`src/rtl/game_ctrl.sv`:
```
// Game controller: start/collision/hit-stop state machine with frame
// stepping, lives and saturating score. Outputs are registered and change
// on the clock edge that ends a frame_start or start_pe cycle.
//
// Handshake note: there is no valid/ready handshake in this block. start_pe
// and frame_start are single-cycle event strobes. Each one is acted on in
// the cycle it is high and is never held or queued.
module game_ctrl #(
    parameter int HITSTOP_FRAMES = 30,
    parameter int SCORE_DIV      = 6,
    parameter int START_LIVES    = 3,
    parameter int SCORE_MAX      = 999
) (
    input  logic       clk,
    input  logic       reset,
    input  logic       vsync,
    input  logic       video_on,
    input  logic       goose_px,
    input  logic       bean_px,
    input  logic       start_btn,
    output logic [1:0] state,
    output logic       frame_step,
    output logic       obj_clear,
    output logic       hit_flag,
    output logic [1:0] lives,
    output logic [9:0] score
);
    localparam logic [1:0] S_IDLE    = 2'd0;
    localparam logic [1:0] S_RUN     = 2'd1;
    localparam logic [1:0] S_HITSTOP = 2'd2;
    localparam logic [1:0] S_OVER    = 2'd3;

    localparam int HW = $clog2(HITSTOP_FRAMES + 1);
    localparam int DW = $clog2(SCORE_DIV + 1);

    logic          start_s1, start_s2, start_s3;
    logic          vsync_q;
    logic          start_pe, frame_start, coll_now, coll_seen;
    logic [HW-1:0] hs_cnt;
    logic [DW-1:0] div_cnt;
    logic [1:0]    state_next;

    assign start_pe    = start_s2 & ~start_s3;
    assign frame_start = vsync_q & ~vsync;
    assign coll_now    = (state == S_RUN) & video_on & goose_px & bean_px;

    // Next-state decision; lives==1 in RUN means the coming decrement ends the game.
    always_comb begin
        state_next = state;
        case (state)
            S_IDLE, S_OVER: if (start_pe) state_next = S_RUN;
            S_RUN:          if (frame_start && coll_seen)
                                state_next = (lives == 2'd1) ? S_OVER : S_HITSTOP;
            S_HITSTOP:      if (frame_start && hs_cnt == '0) state_next = S_RUN;
            default:        state_next = S_IDLE;
        endcase
    end

    // Input synchronizers, edge-detect registers and all game state.
    always_ff @(posedge clk or negedge reset) begin
        if (!reset) begin
            start_s1   <= 1'b0;
            start_s2   <= 1'b0;
            start_s3   <= 1'b0;
            vsync_q    <= 1'b1;
            state      <= S_IDLE;
            frame_step <= 1'b0;
            obj_clear  <= 1'b0;
            hit_flag   <= 1'b0;
            lives      <= 2'(START_LIVES);
            score      <= '0;
            hs_cnt     <= '0;
            div_cnt    <= '0;
            coll_seen  <= 1'b0;
        end else begin
            start_s1   <= start_btn;
            start_s2   <= start_s1;
            start_s3   <= start_s2;
            vsync_q    <= vsync;
            state      <= state_next;
            hit_flag   <= (state_next == S_HITSTOP);
            frame_step <= 1'b0;
            obj_clear  <= 1'b0;

            // A frame_start closes the current frame, so a collision seen in
            // that same cycle is carried into the next frame.
            if (state_next != state)
                coll_seen <= 1'b0;
            else if (frame_start)
                coll_seen <= coll_now;
            else if (coll_now)
                coll_seen <= 1'b1;

            case (state)
                S_IDLE, S_OVER: begin
                    if (start_pe) begin
                        lives     <= 2'(START_LIVES);
                        score     <= '0;
                        div_cnt   <= '0;
                        hs_cnt    <= '0;
                        obj_clear <= 1'b1;
                    end
                end
                S_RUN: begin
                    if (frame_start) begin
                        if (coll_seen) begin
                            lives  <= lives - 2'd1;
                            hs_cnt <= HW'(HITSTOP_FRAMES - 1);
                        end else begin
                            frame_step <= 1'b1;
                            if (div_cnt == DW'(SCORE_DIV - 1)) begin
                                div_cnt <= '0;
                                if (score != 10'(SCORE_MAX))
                                    score <= score + 10'd1;
                            end else begin
                                div_cnt <= div_cnt + DW'(1);
                            end
                        end
                    end
                end
                S_HITSTOP: begin
                    if (frame_start) begin
                        if (hs_cnt == '0)
                            obj_clear <= 1'b1;
                        else
                            hs_cnt <= hs_cnt - HW'(1);
                    end
                end
                default: ;
            endcase
        end
    end
endmodule

```
`config.mk`:
```
export PLATFORM = sky130hd
export DESIGN_NAME = game_ctrl
export DESIGN_NICKNAME = d
export VERILOG_FILES = /design/src/rtl/game_ctrl.sv
export SDC_FILE = /design/constraint.sdc
export NUM_CORES = 1
export LEC_CHECK = 0
export ABC_CLOCK_PERIOD_IN_PS = 6150
export CORE_AREA = 4 4 66 68
export DETAILED_ROUTE_END_ITERATION = 16
export DIE_AREA = 0 0 70 72
export PLACE_DENSITY = 0.66
export SLEW_MARGIN = 0
export SYNTH_ARGS = -nofsm -noshare
export SYNTH_HDL_FRONTEND = slang
export SYNTH_SLANG_ARGS = --single-unit
```
`constraint.sdc`:
```
create_clock -name clk -period 6.15 [get_ports clk]
set_input_delay 1.23 -clock clk [delete_from_list [all_inputs] [get_ports clk]]
set_output_delay 1.23 -clock clk [all_outputs]
set_load 0.02 [all_outputs]
```
==> metrics <==
status complete, no violations; Least-Margin Pin Slew 0.913 ns; Inserted Diodes 0; Hold Buf Count CTS 0; relative slew slack 0.387; Filler Cells Inserted 377; layout cells sized above 1 0.113; Mapped Cells 168; setup bufs post-CTS 0; post-synth cell types 45; Data required, critical path 6.34 ns; Fmax achieved 346 MHz; EDFF count, synth 0; GP Congestion 0.833; Crit Path Class input pin to register; I/O pin total 24; YS warnings 0; Detail Route Antenna Nets 0; synthesized area per cell 9.67 um2; H-tree depth 2; Critical Path Start Type input pin; total CTS buffers 5; commonest register cell after synthesis dfrtp_1; hpwl dp 2570 um; Die W 70 um; CTS clock-pin slew for the worst setup and hold paths 0.06 ns; Initial Util 0.421; antenna violations before repair 0; ys async rst share 1.00; standard cell core area 3860 um2; root buf cell clkbuf_8; vias per cell 5.77; clk_skew 0.00371 ns; met2 wire len 1720 um; deepest clock path buffer count 2; final net count 207; CTS tree yes; Post-Syn Area 1630 um2; Port-buffer cells 23; first-pass GRT wire length 6330 um; register area share after synthesis 0.464; Simple-Gate Fraction of Synth Area 0.264; DRT iter0 DRCs 164; drt drc 0; Leakage 0.817 nW; post-synthesis mux area share 0.0208; Net Count, Synth 180; post-CTS resize count 0; Peak VDD IR 0.196 mV; die area 5040 um2; Hold Vio Cnt, Final 0; Synth Area in XOR/XNOR 0; fin crit period 2.89 ns; Area Overhead vs Synth 22.2%; max-slew violations 0; Crit Path Max Fanout 10; Detailed Route WL 3600 um; CP arrival 3.08 ns; via count 1414; Tot GR Track Use 0.157; main combinational cell family by area after synthesis simple AND/OR/NAND/NOR gates; final cell count without fillers 245; endpoints failing setup 0; Power, Total 828 uW; vias in the first global route 1441; insertion delay to the later sink of the worst-skew pair 0.27 ns; Die Height 72 um; Compound-Gate Fraction of Synth Area 0.184; GRT Residual Overflow 0; endpoint class of the critical path register; post-DR wirelength/cell 14.7 um; drt pass-1 iters 4; Synth Area in Adders 0.0385; RSZ-0062 raised after global routing no; Final TNS setup 0 ns; Synth Register Bits 30; met3 WL 200 um; max-cap violations 0; Num Clock Sinks 30; largest net degree at the start of global routing 31; met1 WL 1610 um; Top Layer Used met4; Placed Cells 238; Pwr Density 417 nW/um2; # rows 23; period utilization 0.470; Min-Delay Path Class register to register
placed cells by master, fill, tap and decap left out, types with 2 or more instances in the layout:
cell type | synthesis | layout
nand3_2 | 2 | 2
o31ai_1 | 6 | 6
or4_1 | 5 | 5
ha_1 | 5 | 5
nand3b_1 | 2 | 2
or2_2 | 2 | 2
and2_1 | 2 | 2
inv_1 | 7 | 7
nand4_1 | 7 | 7
nand2_1 | 21 | 21
nand2b_1 | 3 | 3
clkbuf_1 | 3 | 2
o21ai_0 | 13 | 13
or3_1 | 5 | 5
a31oi_1 | 2 | 2
and3b_1 | 2 | 2
clkdlybuf4s50_1 | 0 | 23
dfstp_2 | 3 | 3
clkbuf_8 | 0 | 5
dfrtp_1 | 27 | 27
nor2_1 | 3 | 3
mux2_2 | 3 | 3
nor2b_1 | 3 | 3
a21oi_1 | 16 | 16
nand3_1 | 4 | 4
kinds of logic (layout without fill, tap and decap cells):
| kind of cell | after synthesis | in the layout |
|---|---|---|
| and+or+nand+nor | 71 | 71 |
| AOI/OAI and AO/OA | 47 | 47 |
| DFF | 30 | 30 |
| buffers and inverters | 12 | 39 |
| adders and majority gates | 5 | 5 |
| muxes | 3 | 3 |
state kept, by name, summed over array words and instances, names as in the netlist:
| signal | count |
|---|---|
| coll_seen | 1 |
| div_cnt | 3 |
| frame_step | 1 |
| hit_flag | 1 |
| hs_cnt | 5 |
| lives | 2 |
| obj_clear | 1 |
| score | 10 |
| start_s1 | 1 |
| start_s2 | 1 |
| start_s3 | 1 |
| state | 2 |
| vsync_q | 1 |
routing by layer:
metal,track usage,vias up
li1,-,678
met1,0.181,679
met2,0.260,49
met3,0.0568,8
met4,0.0766,0
met5,0,-
critical path: stages:
cell             delay (ns)
clkdlybuf4s50_1        0.45
nand2b_2               0.26
a22oi_4                0.26
nand4_2                0.25
or4_1                  0.46
a21oi_1                0.16
synth_stat cells, types with 2 or more instances:
| master | n | area, um2 |
|---|---|---|
| dfrtp_1 | 27 | 676 |
| clkbuf_1 | 3 | 11.3 |
| nor2b_1 | 3 | 18.8 |
| and2_1 | 2 | 12.5 |
| nand3_1 | 4 | 20.0 |
| or4_1 | 5 | 37.5 |
| mux2_2 | 3 | 33.8 |
| nand2_1 | 21 | 78.8 |
| ha_1 | 5 | 62.6 |
| nand4_1 | 7 | 43.8 |
| or3_1 | 5 | 31.3 |
| a21oi_1 | 16 | 80.1 |
| dfstp_2 | 3 | 78.8 |
| nor2_1 | 3 | 11.3 |
| and3b_1 | 2 | 17.5 |
| o21ai_0 | 13 | 65.1 |
| a31oi_1 | 2 | 12.5 |
| nand3b_1 | 2 | 15.0 |
| nand2b_1 | 3 | 18.8 |
| inv_1 | 7 | 26.3 |
| or2_2 | 2 | 12.5 |
| o31ai_1 | 6 | 45.0 |
| nand3_2 | 2 | 20.0 |
power by group:
group | switching, mW | internal, mW
logic | 0.234 | 0.155
registers | 0.0471 | 0.247
clock network | 0.0674 | 0.0777
worst paths after layout:
| kind | from | endpoint | slack (ns) | cells after the start |
|---|---|---|---|---|
| min in group asynchronous | reset | state[1] | 1.34 | 2 |
| max | vsync | score[9] | 3.26 | 6 |
| max reg2reg | state[1] | score[9] | 3.53 | 7 |
| min | start_s1 | start_s2 | 0.35 | 0 |
| min reg2reg | start_s1 | start_s2 | 0.35 | 0 |
| max in group asynchronous | reset | lives[1] | 4.49 | 2 |
stage by stage:
stage               hold slack (ns)  utilization  cell area [um2]  setup WS (ns)
floorplan                     0.331            -             1630           3.65
global route                  0.370        0.515             1990           3.15
global placement              0.335        0.495             1910           3.08
CTS                           0.356        0.515             1990           3.26
finish                        0.350        0.515             1990           3.26
detailed placement            0.342        0.495             1910           2.96
cell type report:
type	count	area, um2	area share
Inverter	8	30.0	0.0151
Timing Repair Buffer	24	238	0.120
Clock buffer	7	76.3	0.0384
Sequential cell	30	754	0.380
Multi-Input combinational cell	126	825	0.415
Tap cell	50	62.6	0.0315
No activity file was read; power rests on OpenSTA's default activity.
==> variant 1: new RTL, config.mk and constraints unchanged <==
`SCORE_MAX`: 999 -> 499.
--- a/src/rtl/game_ctrl.sv
+++ b/src/rtl/game_ctrl.sv
@@ -10,5 +10,5 @@
     parameter int SCORE_DIV      = 6,
     parameter int START_LIVES    = 3,
-    parameter int SCORE_MAX      = 999
+    parameter int SCORE_MAX      = 499
 ) (
     input  logic       clk,
Check against the original RTL: same outputs for any inputs over 10 cycles, from zero or initial values and one cycle with reset low; that may be too few to reach the edited logic, so the function may still have changed.
==> variant 1 against the unedited design <==
- synthesized cell count up 7.7%
- total power increased by 12%
- fmax increased by 1.9%
- cell area up 4.3%
- sequential cell count unchanged
- worst setup slack gained 55 ps
- sequential share of layout area shrank 1.6 points
- sequential power is 3% higher
- global-route usage is 0.37 points higher
- routed wire length is 5.9% higher
- synthesized area grew 4.3%
==> variant 1: results (changes against the unedited design) <==
run status=finished clean; LEAKAGE=0.843 nW (+3.1%); Mapped Nets=193 (+7.2%); footprint of the multi-input gates=868 µm² (+5.3%); non-clk buf share=11.5% (-0.49 points); WL final=3810 µm (+5.9%); Worst Skew=7.18 ps (+3.46 ps); total CTS buffers=5 (unchanged); nets=218 (+5.3%); synth warn=0 (unchanged); crit end category=flop; total global-route track usage=16.1% (+0.37 points); area grow syn2layout=22.1% (about the same); Clk Latency, worst-skew pair=between 200 and 300 ps; Sw Ratio=42.4% (+0.34 points); vias=1508 (+6.6%); reg-to-reg critical path endpoint=score[9]; Non-CTS inverters=11 (+3); placer congestion estimate=0.820 (-1.5%); CLK BUF=7 (unchanged); sequential cell count=30 (unchanged); post-synthesis sequential area ratio=44.5% (-1.9 points); Max VDD drop=0.245 mV (+25%); Root Buffer=clkbuf_8; Iteration-0 DRC Markers=156 (-4.9%); share of layout cells above drive strength 1=10.1% (-1.1 points); first-pass GRT wire length=6450 µm (+2.0%); Hold Crit Depth=0 (unchanged); Post-DP HPWL=2640 µm (+2.6%); critical path's top delay family=simple AND/OR/NAND/NOR gates; comb_multi_in=134 (+6.3%); Yosys cell types=49 (+8.9%); Buffers excl. clock=24 (unchanged); 1st-pass router iterations=4 (unchanged); r2r setup slk=3520 ps (about the same); fillcell total=379 (+0.53%); Rel. slew slack=39.2% (+0.52 points); initial antenna violation count=0 (unchanged); worst hold start=start_s1; slowest stage delay, CP=510 ps (+50 ps); vias in the first global route=1433 (-0.56%); Slowest cell on crit path=or4_1; Synth top cells by count=dfrtp_1 (27), nand2_1 (20), o21ai_0 (15), a21oi_1 (13), inv_1 (10); # resized after CTS=0 (unchanged); Clock buf/inv share=5.14% (+1.3 points); top post-synthesis cells by area=dfrtp_1 (40%), dfstp_2 (4.6%), nand2_1 (4.4%); Synth Cell Area=0.00170 mm² (+4.3%); clk slew on worst S/H paths=60 ps (about the same); CP Data Arrival Time=3030 ps (-50 ps); Critical Path Fanout Max=16 (+6); Post-DP Area=0.00196 mm² (+2.9%); CP Launch Point=vsync; Hold WC Path Type=reg2reg
## variant 1: changes by cell type after synthesis, sizes merged, moves of 2 or more
| cell | unedited run | this run |
|---|---|---|
| a21oi | 16 | 13 |
| inv | 8 | 11 |
| nand2b | 5 | 8 |
| nand3 | 6 | 9 |
| a22o | 0 | 2 |
| mux2 | 3 | 1 |
| nor2b | 3 | 1 |
| nor3 | 1 | 3 |
| o211ai | 0 | 2 |
| o22ai | 0 | 2 |
| o31ai | 6 | 4 |
| or3 | 5 | 3 |
| or4 | 5 | 7 |
## variant 1: power groups by stage
| stage | clock (mW) | combinational (mW) | sequential, mW |
|---|---|---|---|
| after floorplan | 0 | 0.298 | 0.319 |
| after global placement | 0 | 0.415 | 0.300 |
| after detailed placement | 0 | 0.427 | 0.304 |
| after CTS | 0.197 | 0.428 | 0.301 |
| after global routing | 0.209 | 0.476 | 0.310 |
| final | 0.194 | 0.427 | 0.303 |
## variant 1: cell families after synthesis
kind of cell | count (synthesis) | synth area share (%)
multiplexers | 2 | 1.25
AND/OR/NAND/NOR | 78 | 27.5
flip-flops | 30 | 44.5
adder cells (fa/ha/maj) | 5 | 3.69
AO/OA/AOI/OAI | 49 | 18.8
buffers and inverters | 17 | 4.28
## variant 1: metrics by stage
stage	hold WS [ps]	worst slack, ps	utilization [%]	cells	power (mW)
after floorplan	331	3740	-	181	0.617
after global placement	341	3100	50.9	249	0.715
after detailed placement	348	3040	50.9	249	0.730
after CTS	358	3320	53.7	257	0.927
after global routing	378	3240	53.7	257	0.994
final	356	3320	53.7	257	0.925
## variant 1: per-layer routing
layer	vias up	part of all wire (%)	global-route usage, %
li1	723	-	-
met1	719	45	20.6
met2	56	47	25.4
met3	10	4.9	4.29
met4	0	2.5	7.87
met5	-	0	0
==> variant 2: new RTL, same flow settings <==
Without the edit above. Register the inputs `vsync`, `video_on`, `goose_px`, `bean_px` and `start_btn` before use, with the module's reset. The logic sees them one clock later.
--- a/src/rtl/game_ctrl.sv
+++ b/src/rtl/game_ctrl.sv
@@ -34,4 +34,26 @@
     localparam int DW = $clog2(SCORE_DIV + 1);
 
+    logic vsync_r;
+    logic video_on_q;
+    logic goose_px_q;
+    logic bean_px_q;
+    logic start_btn_q;
+
+    always_ff @(posedge clk or negedge reset) begin
+        if (!reset) begin
+            vsync_r     <= '0;
+            video_on_q  <= '0;
+            goose_px_q  <= '0;
+            bean_px_q   <= '0;
+            start_btn_q <= '0;
+        end else begin
+            vsync_r     <= vsync;
+            video_on_q  <= video_on;
+            goose_px_q  <= goose_px;
+            bean_px_q   <= bean_px;
+            start_btn_q <= start_btn;
+        end
+    end
+
     logic          start_s1, start_s2, start_s3;
     logic          vsync_q;
@@ -42,6 +64,6 @@
 
     assign start_pe    = start_s2 & ~start_s3;
-    assign frame_start = vsync_q & ~vsync;
-    assign coll_now    = (state == S_RUN) & video_on & goose_px & bean_px;
+    assign frame_start = vsync_q & ~vsync_r;
+    assign coll_now    = (state == S_RUN) & video_on_q & goose_px_q & bean_px_q;
 
     // Next-state decision; lives==1 in RUN means the coming decrement ends the game.
@@ -74,8 +96,8 @@
             coll_seen  <= 1'b0;
         end else begin
-            start_s1   <= start_btn;
+            start_s1   <= start_btn_q;
             start_s2   <= start_s1;
             start_s3   <= start_s2;
-            vsync_q    <= vsync;
+            vsync_q    <= vsync_r;
             state      <= state_next;
             hit_flag   <= (state_next == S_HITSTOP);
Behaviour: not the same (a bounded check fails within 4 cycles, from zero or initial values and one cycle with reset low).
==> variant 2 against the unedited design <==
- total power is 16% higher
- non-clock buffer count unchanged
- worst setup slack better by 200 ps
- routed wire length grew 10%
- worst hold slack improved by 2.9 ps
- synthesized area grew 16%
- core utilization up 6.1 points
- cell area grew 12%
- combinational power grew 17%
- sequential cell count increased by 5
- largest cell class unchanged
- largest power group unchanged
==> variant 2: results (changes against the unedited design) <==
run status=finished clean; r2r setup slk=3520 ps (about the same); placer congestion estimate=0.860 (+3.2%); pin count of the biggest net entering global routing=36 (+16%); share of layout cells above drive strength 1=10.6% (-0.71 points); Rel. slew slack=33.3% (-5.4 points); critical path's top delay family=buffers and inverters; biggest registers after layout=score x10, hs_cnt x5, div_cnt x3; LEAKAGE=0.935 nW (+14%); Synth top cells by count=dfrtp_1 (32), nand2_1 (16), a21oi_1 (15), inv_1 (13), a31oi_1 (10); grt met2 use=29.9% (+3.9 points); fillcell total=346 (-8.2%); Post-DP HPWL=2770 µm (+7.7%); Critical Path Fanout Max=4 (-6); Max VDD drop=0.182 mV (-7.1%); first-pass GRT wire length=6840 µm (+8.1%); met1 Usage GRT=19.3% (+1.2 points); CP Data Arrival Time=1460 ps (-1620 ps); vias per std cell=6.01 (+4.1%); total global-route track usage=16.9% (+1.2 points); 1st-pass router iterations=4 (unchanged); Yosys cell types=44 (-2.2%); Worst Skew=5.21 ps (+1.50 ps); slowest stage delay, CP=610 ps (+150 ps); Iteration-0 DRC Markers=140 (-15%); Hold WC Path Type=reg2reg; Clk Latency, worst-skew pair=290 ps (+20 ps); Post-DP Area=0.00214 mm² (+12%); top post-synthesis cells by area=dfrtp_1 (43%), dfstp_2 (4.2%), a21oi_1 (4.0%); area share of the largest cell type after synthesis=42.6% (+1.0 points); post-synthesis sequential area ratio=46.8% (+0.35 points); Mapped Nets=195 (+8.3%); GR Util met3=4.16% (-1.5 points); vias in the first global route=1541 (+6.9%); post-DR wirelength/cell=15.4 µm (+4.9%); nets=219 (+5.8%); Slowest cell on crit path=clkdlybuf4s50_1; H-Tree Depth=2 (unchanged)
-- variant 2: cell types whose count changed in the layout (fill, tap and decap cells not counted), sizes merged, moves of 4 or more --
cell | before | now
o2bb2ai | 0 | 7
inv | 8 | 13
o31ai | 6 | 0
o21ai | 15 | 6
nor2 | 3 | 8
or4 | 5 | 0
a31oi | 2 | 10
a41oi | 0 | 4
nand2 | 21 | 16
nand4 | 8 | 3
or3 | 5 | 1
dfrtp | 27 | 32
-- variant 2: cell families after synthesis --
logic type	count (synthesis)	share of synthesized area, %
AOI/OAI and AO/OA	55	21.6
adders and majority gates	5	3.33
buffers and inverters	20	4.92
DFF	35	46.8
muxes	6	3.66
and+or+nand+nor	62	19.8
-- variant 2: worst paths after layout --
| kind | start | endpoint | depth (start not counted) |
|---|---|---|---|
| min in group asynchronous | reset | obj_clear | 2 |
| setup reg to reg | state[1] | score[0] | 6 |
| max in group asynchronous | reset | lives[0] | 2 |
| hold reg to reg | start_btn_q | start_s1 | 0 |
| hold / removal | start_btn_q | start_s1 | 0 |
| setup / recovery | lives[0] | lives[0] | 1 |
-- variant 2: worst reg2reg max path: cells and delay by family (launching register included) --
kind | cells | cell delay, ps
fa+ha+maj | 1 | 830
mux | 1 | 340
flops | 1 | 440
buf+inv | 1 | 120
simple gates | 3 | 790
-- variant 2: cell type report --
| cell class | count | area share [%] |
|---|---|---|
| Clock inverter | 3 | 0.676 |
| Sequential cell | 35 | 39.6 |
| Tap cell | 50 | 2.82 |
| Multi-Input combinational cell | 128 | 40.9 |
| Clock buffer | 5 | 3.10 |
| Timing Repair Buffer | 24 | 10.7 |
| Inverter | 13 | 2.20 |
-- variant 2: per-layer routing --
| metal | vias to the layer above | wire [µm] |
|---|---|---|
| met5 | - | 0 |
| met4 | 0 | 103 |
| met3 | 10 | 174 |
| met2 | 42 | 1990 |
| met1 | 766 | 1710 |
| li1 | 732 | - |
-- variant 2: power breakdown --
group	total, mW	switching (mW)	leakage, nW	internal, mW
Sequential	0.346	0.0609	0.441	0.285
Combinational	0.453	0.262	0.446	0.190
Clock	0.160	0.0825	0.0477	0.0774
-- variant 2: stage by stage --
stage	hold slack [ps]	instances	setup slack, ps	util (%)
CTS	356	258	3440	57.6
global route	357	258	3340	57.6
floorplan	331	183	4160	-
finish	353	258	3460	57.6
global placement	332	250	3630	55.4
detailed placement	340	250	3550	55.4
